`src/rtl/coreaxitoahbl_write_byte_cnt_pkg.sv`:
```
// Shared types and constants for the AXI-to-AHB-Lite write-direction byte counter.
// Holds the FSM state encoding, sizing constants and the strobe-width derivation.
package coreaxitoahbl_write_byte_cnt_pkg;

    typedef enum logic [1:0] {
        IDLE  = 2'd0,
        ACCUM = 2'd1,
        DONE  = 2'd2
    } wbcState_t;

    localparam int MAX_BEATS = 16;
    localparam int CNT_W     = 8;
    localparam int BEAT_W    = 5;

    function automatic int strbWidth(input int dataWidth);
        return dataWidth / 8;
    endfunction

endpackage

```
`src/rtl/coreaxitoahbl_strb_decode.sv`:
```
// Combinational WSTRB decode: number of set strobe bits and whether they form one run.
// An all-zero strobe counts as contiguous.
module coreaxitoahbl_strb_decode
    import coreaxitoahbl_write_byte_cnt_pkg::*;
#(
    parameter int STRB_W = 8
) (
    input  logic [STRB_W-1:0] strb,
    output logic [3:0]        popCnt,
    output logic              contiguous
);

    logic [STRB_W-1:0] riseVec;
    logic [3:0]        riseCnt;

    // A run starts wherever a set bit has a clear (or no) neighbour below it.
    genvar gi;
    generate
        for (gi = 0; gi < STRB_W; gi++) begin : g_rise
            if (gi == 0) begin : g_lsb
                assign riseVec[gi] = strb[gi];
            end else begin : g_upper
                assign riseVec[gi] = strb[gi] & ~strb[gi-1];
            end
        end
    endgenerate

    always_comb begin
        popCnt  = '0;
        riseCnt = '0;
        for (int i = 0; i < STRB_W; i++) begin
            popCnt  = popCnt + {3'b000, strb[i]};
            riseCnt = riseCnt + {3'b000, riseVec[i]};
        end
        contiguous = (riseCnt <= 4'd1);
    end

endmodule

```
`src/rtl/coreaxitoahbl_write_byte_cnt.sv`:
```
// Counts the bytes written in one AXI write burst from WSTRB and flags strobe gaps
// and WLAST placement that disagrees with the AW length.
module coreaxitoahbl_write_byte_cnt
    import coreaxitoahbl_write_byte_cnt_pkg::*;
#(
    parameter  int AXI_DWIDTH = 64,
    localparam int STRB_W     = strbWidth(AXI_DWIDTH)
) (
    input  logic              ACLK,
    input  logic              ARESET,
    input  logic              start,
    input  logic [3:0]        burstLen,
    input  logic [STRB_W-1:0] WSTRB,
    input  logic              WVALID,
    input  logic              WREADY,
    input  logic              WLAST,
    output logic              wAccept,
    output logic [CNT_W-1:0]  validBytes,
    output logic [BEAT_W-1:0] beatCnt,
    output logic              cntDone,
    output logic              strbError,
    output logic              lenError
);

    wbcState_t         stateReg, stateNext;
    logic [3:0]        lenReg;
    logic [CNT_W-1:0]  accReg;
    logic [BEAT_W-1:0] beatCntReg;
    logic [CNT_W-1:0]  validBytesReg;
    logic              cntDoneReg;
    logic              strbErrReg;
    logic              lenErrReg;

    logic [3:0]        popCnt;
    logic              contiguous;
    logic              beat;
    logic              atLenBeat;
    logic              finalBeat;
    logic              arm;
    logic [BEAT_W-1:0] beatNum;
    logic [BEAT_W-1:0] lenPlusOne;
    logic [CNT_W-1:0]  accSum;

    coreaxitoahbl_strb_decode #(
        .STRB_W (STRB_W)
    ) u_strb_decode (
        .strb       (WSTRB),
        .popCnt     (popCnt),
        .contiguous (contiguous)
    );

    assign beat       = WVALID && WREADY && (stateReg == ACCUM);
    assign beatNum    = beatCntReg + 5'd1;
    assign lenPlusOne = {1'b0, lenReg} + 5'd1;
    assign atLenBeat  = (beatNum == lenPlusOne);
    assign finalBeat  = beat && (WLAST || atLenBeat);
    assign accSum     = accReg + {4'b0000, popCnt};
    // start is only honoured outside ACCUM; the bridge never issues it mid-burst.
    assign arm        = start && (stateReg != ACCUM);

    always_comb begin
        stateNext = stateReg;
        case (stateReg)
            IDLE:    if (start) stateNext = ACCUM;
            ACCUM:   if (finalBeat) stateNext = DONE;
            DONE:    stateNext = start ? ACCUM : IDLE;
            default: stateNext = IDLE;
        endcase
    end

    always_ff @(posedge ACLK) begin
        if (ARESET) begin
            stateReg      <= IDLE;
            lenReg        <= '0;
            accReg        <= '0;
            beatCntReg    <= '0;
            validBytesReg <= '0;
            cntDoneReg    <= 1'b0;
            strbErrReg    <= 1'b0;
            lenErrReg     <= 1'b0;
        end else begin
            stateReg   <= stateNext;
            cntDoneReg <= 1'b0;
            if (arm) begin
                lenReg     <= burstLen;
                accReg     <= '0;
                beatCntReg <= '0;
                strbErrReg <= 1'b0;
                lenErrReg  <= 1'b0;
            end else if (beat) begin
                accReg     <= accSum;
                beatCntReg <= beatNum;
                if (!contiguous) begin
                    strbErrReg <= 1'b1;
                end
                // Error both for an early WLAST and for a missing WLAST on the last beat.
                if (WLAST != atLenBeat) begin
                    lenErrReg <= 1'b1;
                end
                if (finalBeat) begin
                    validBytesReg <= accSum;
                    cntDoneReg    <= 1'b1;
                end
            end
        end
    end

    assign wAccept    = (stateReg == ACCUM);
    assign validBytes = validBytesReg;
    assign beatCnt    = beatCntReg;
    assign cntDone    = cntDoneReg;
    assign strbError  = strbErrReg;
    assign lenError   = lenErrReg;

endmodule

```
`config.mk`:
```
export PLATFORM = sky130hd
export DESIGN_NAME = coreaxitoahbl_write_byte_cnt
export DESIGN_NICKNAME = d
export VERILOG_FILES = /design/src/rtl/coreaxitoahbl_write_byte_cnt_pkg.sv /design/src/rtl/coreaxitoahbl_strb_decode.sv /design/src/rtl/coreaxitoahbl_write_byte_cnt.sv
export SDC_FILE = /design/constraint.sdc
export NUM_CORES = 1
export LEC_CHECK = 0
export ABC_AREA = 1
export BUFFER_PORTS_ARGS = -buffer_cell sky130_fd_sc_hd__buf_2
export CORE_MARGIN = 8
export CORE_UTILIZATION = 35
export DETAILED_ROUTE_END_ITERATION = 12
export GPL_ROUTABILITY_DRIVEN = 0
export MAX_ROUTING_LAYER = met4
export PLACE_DENSITY_LB_ADDON = 0.15
export SKIP_CTS_REPAIR_TIMING = 1
export SYNTH_ARGS = -nofsm -noshare
export SYNTH_HDL_FRONTEND = slang
export SYNTH_SLANG_ARGS = --single-unit
```
`constraint.sdc`:
```
create_clock -name ACLK -period 4.58 [get_ports ACLK]
set_input_delay 0.687 -clock ACLK [delete_from_list [all_inputs] [get_ports ACLK]]
set_output_delay 0.687 -clock ACLK [all_outputs]
set_load 0.02 [all_outputs]
```
==> impl.org <==
** STA
- Slew Viols, Final :: 0
- For the pin with the worst max-slew slack, the measured transition is between 400 and 500 ps.
- Across the routed clock network, the largest skew measured is ~3.7 ps.
- F_max :: 0.2561 GHz
- Period utilization :: 0.8526
- Setup repair after global routing left no endpoint under its margin.
- Setup tns final :: 0 ps
- Post-route minimum period :: slightly below 4000 ps
- Final Hold Fails :: 0
- Worst slack on hold paths :: roughly 450 ps
- Max-Slew Margin vs Limit :: 0.7296
- Setup violations remaining at the end of the flow were counted as 0.

** Finish
- Area of the multi-input gates :: approximately 0.0011 mm^2
- The repair_antennas step left the layout with diodes totalling 0.
- Nets@finish :: 330
- Most common library cell in the layout ignoring fill and taps :: sky130_fd_sc_hd__nand2_1
- Filler Cells Inserted :: 588
- The library cells used most frequently in the layout, excluding fill and tap cells, are 46 x sky130_fd_sc_hd__nand2_1, 45 x sky130_fd_sc_hd__inv_1, 34 x sky130_fd_sc_hd__buf_2.
- Area taken by flip-flops and latches :: roughly 600 um^2
- Growth of design area from synthesis to finish :: 17.89%
- Of the cells placed in the final design, the portion with a size suffix greater than 1 is 0.1696.

** Clock network
- At the later pin of the worst-skew pair, clock insertion delay measures between 200 and 300 ps.
- The tree is rooted in a sky130_fd_sc_hd__clkbuf_8.
- TritonCTS sink count :: 30
- TritonCTS created 5 clock buffers.
- TritonCTS clock tree :: built
- After clock tree synthesis, the clock-pin slew on the worst setup and hold paths is ~60 ps.
- The clock passes through at most 2 buffers.
- Count of H-tree levels built during CTS :: 2

** Pwr
- The analysis attributes to net switching a power of ~200 uW.
- Total internal power :: about 510 uW
- Of the total power, combinational logic draws 0.218.
- Total power per unit cell area :: about 310 mW/mm^2
- The share of total power dissipated in sequential elements is 0.398.
- Leakage Power :: 1.186 nW
- Switching fraction of total power :: 0.2778
- Across the VDD grid, the largest voltage drop is approximately 0.00012 V.
- The share of total power dissipated in the clock network is 0.384.

** Hold path
- Kind of path behind the tightest hold check :: reg -> reg

** Worst setup path
- CP arrival :: a little over 4000 ps
- Worst-path fanout max :: 3
- The worst setup path is launched from an input port.
- STA classifies the critical path endpoint as a flop.
- WP data required :: roughly 4800 ps
- Setup Crit Path Kind :: in -> reg

** Routing
- Total number of vias :: 1615
- Number of optimization iterations in the first detailed-route pass :: 4
- For this run, design rule violations remaining after detail routing come to 0.
- Routed Antenna Nets :: 0
- The detailed router finished its first iteration with 65 violations.
- Average wire per standard cell :: between 10 and 15 um
- Via density per instance :: roughly 4.5
- Wires add up to about 4.0 mm.

** Synth
- Counting distinct cell types in the post-synthesis netlist gives 26.
- Post-synth top area cell :: sky130_fd_sc_hd__dfxtp_1
- Of the synthesized area, sequential elements account for 0.3133.
- Multiplexer share of the synthesized area :: 0
- Mean instance size in the synthesized netlist :: between 7 and 8 um^2
- Top post-synthesis cells by area :: sky130_fd_sc_hd__dfxtp_1 31%, sky130_fd_sc_hd__fa_1 9.4%, sky130_fd_sc_hd__ha_1 9.1%
- Flops & latches, synth :: 30
- After synthesis the cells add up to 0.001917 mm^2.
- Xor/xnor share of the synthesized area :: 0.05026
- Largest family of logic cells by synthesized area :: simple AND/OR/NAND/NOR gates
- The synthesized-area fraction occupied by ao, oa, aoi and oai cells came to 0.1070.
- Of the post-synthesis cell area, the dominant cell type holds 0.3133.
- Area fraction in and, or, nand and nor cells after synthesis :: 0.2363
- Of the total synthesized cell area, the portion taken by full adders, half adders and majority gates is 0.1854.
- Number of instances in the synthesized netlist :: between 200 and 300
- Post-synth net total :: approximately 300
- Synthesis warning total :: 0

** GRT
- Overall routing resource usage :: 0.1077
- Wire length of the first global-routing pass :: just over 7 mm
- Maximum number of pins on one net before global-route repair :: 21
- For this run the aggregate overflow at the end of global routing stands at 0.
- The number of antenna violations at the first check in global routing was 0.
- The via count of the first global-routing pass is about 1600.

** Floorplanning
- Floorplan row count :: 27
- 35 I/O pins were placed.
- The die covers approximately 0.0081 mm^2.
- After floorplanning, the core was sized to cover 0.005405 mm^2.
- Horizontal die dimension :: 90.01 um
- For this configuration, the core starts out at a cell density of 0.3546.
- From bottom edge to top edge, the die measures ~90 um.

** Status
- Run status :: complete, no violations

** Place
- Input/output buffers :: 34
- Final HPWL DP :: approximately 3.2 mm

** Job
- Across the run, the number of max-cap violations was 0.
-- state kept, by name, indices dropped and copies added, names as in the netlist --
signal and flops:
accReg 8, validBytes 8, lenError 1, cntDone 1, lenReg 4, strbError 1, stateReg 2, beatCnt 5
-- Yosys cell counts --
cell                       number
sky130_fd_sc_hd__nand2_1       46
sky130_fd_sc_hd__inv_1         45
sky130_fd_sc_hd__dfxtp_1       30
sky130_fd_sc_hd__nand3_1       25
sky130_fd_sc_hd__nor2_1        24
sky130_fd_sc_hd__ha_1          14
sky130_fd_sc_hd__a21oi_1       11
sky130_fd_sc_hd__o21ai_0       11
sky130_fd_sc_hd__fa_1           9
sky130_fd_sc_hd__xor2_1         6
sky130_fd_sc_hd__xnor2_1        5
sky130_fd_sc_hd__o211ai_1       4
sky130_fd_sc_hd__o21a_1         4
sky130_fd_sc_hd__buf_4          2
sky130_fd_sc_hd__inv_2          2
sky130_fd_sc_hd__nand4_1        2
sky130_fd_sc_hd__nor2_4         2
sky130_fd_sc_hd__o21ai_1        2
sky130_fd_sc_hd__a21o_1         1
sky130_fd_sc_hd__a21oi_2        1
sky130_fd_sc_hd__and2_1         1
sky130_fd_sc_hd__buf_6          1
sky130_fd_sc_hd__clkbuf_1       1
sky130_fd_sc_hd__nand2_2        1
sky130_fd_sc_hd__nand3_4        1
sky130_fd_sc_hd__o21ai_2        1
-- path summary, 6_finish.rpt --
path | start | endpoint | slack, ps | depth (start not counted)
worst max-delay path | WSTRB[0] | validBytes[4] | 680 | 16
worst min-delay path | lenError | lenError | 450 | 2
worst max register to register | beatCnt[0] | validBytes[1] | 2340 | 11
worst min register to register | lenError | lenError | 450 | 2
-- cell families after synthesis --
| group | after synthesis |
|---|---|
| buffers and inverters | 51 |
| AND/OR/NAND/NOR | 102 |
| flip-flops | 30 |
| AO/OA/AOI/OAI | 35 |
| adder cells (fa/ha/maj) | 23 |
| XOR/XNOR | 11 |
-- routing by layer --
metal  vias up  track usage  share of wire
met3         5      0.02743          0.045
met5         -            -              0
met4         0      0.03745          0.012
li1        863            -              -
met1       716       0.1303           0.49
met2        31       0.1699           0.45
-- power groups by stage --
stage	Clock [mW]	Combinational (mW)	Sequential, mW
5_1_grt	0.294	0.182	0.281
6_report	0.270	0.153	0.280
4_1_cts	0.283	0.156	0.280
3_5_place_dp	0	0.155	0.286
2_1_floorplan	0	0.113	0.290
3_3_place_gp	0	0.155	0.286
-- critical path, stage by stage --
cell	delay, ps
sky130_fd_sc_hd__buf_2	100
sky130_fd_sc_hd__inv_1	50
sky130_fd_sc_hd__ha_1	290
sky130_fd_sc_hd__inv_1	50
sky130_fd_sc_hd__fa_1	490
sky130_fd_sc_hd__fa_1	430
sky130_fd_sc_hd__fa_1	410
sky130_fd_sc_hd__fa_1	490
sky130_fd_sc_hd__inv_1	60
sky130_fd_sc_hd__fa_1	420
sky130_fd_sc_hd__nand3_1	150
sky130_fd_sc_hd__nand2_1	110
sky130_fd_sc_hd__nand2_1	100
sky130_fd_sc_hd__nand3_1	80
sky130_fd_sc_hd__o211ai_1	100
sky130_fd_sc_hd__inv_1	50
-- stage by stage --
stage,power [mW],util,cells,area (um^2),worst slack [ps]
after floorplan,0.4026,-,252,1917,742.7
after global placement,0.4412,0.3972,354,2147,448.4
after detailed placement,0.4412,0.3972,354,2147,401.9
after CTS,0.7189,0.4181,361,2260,694.7
after global routing,0.7574,0.4181,361,2260,452.9
final,0.7034,0.4181,361,2260,675.1
-- area by class of cell --
class,instances,share of cell area
multi-input cells,171,0.4911
flip-flops and latches,30,0.2658
inverters,47,0.07807
clock inverters,1,0.01329
well taps,72,0.03987
repair buffers,34,0.07530
clock buffers,6,0.03654
Note: power is estimated with default switching activity, not from simulation.
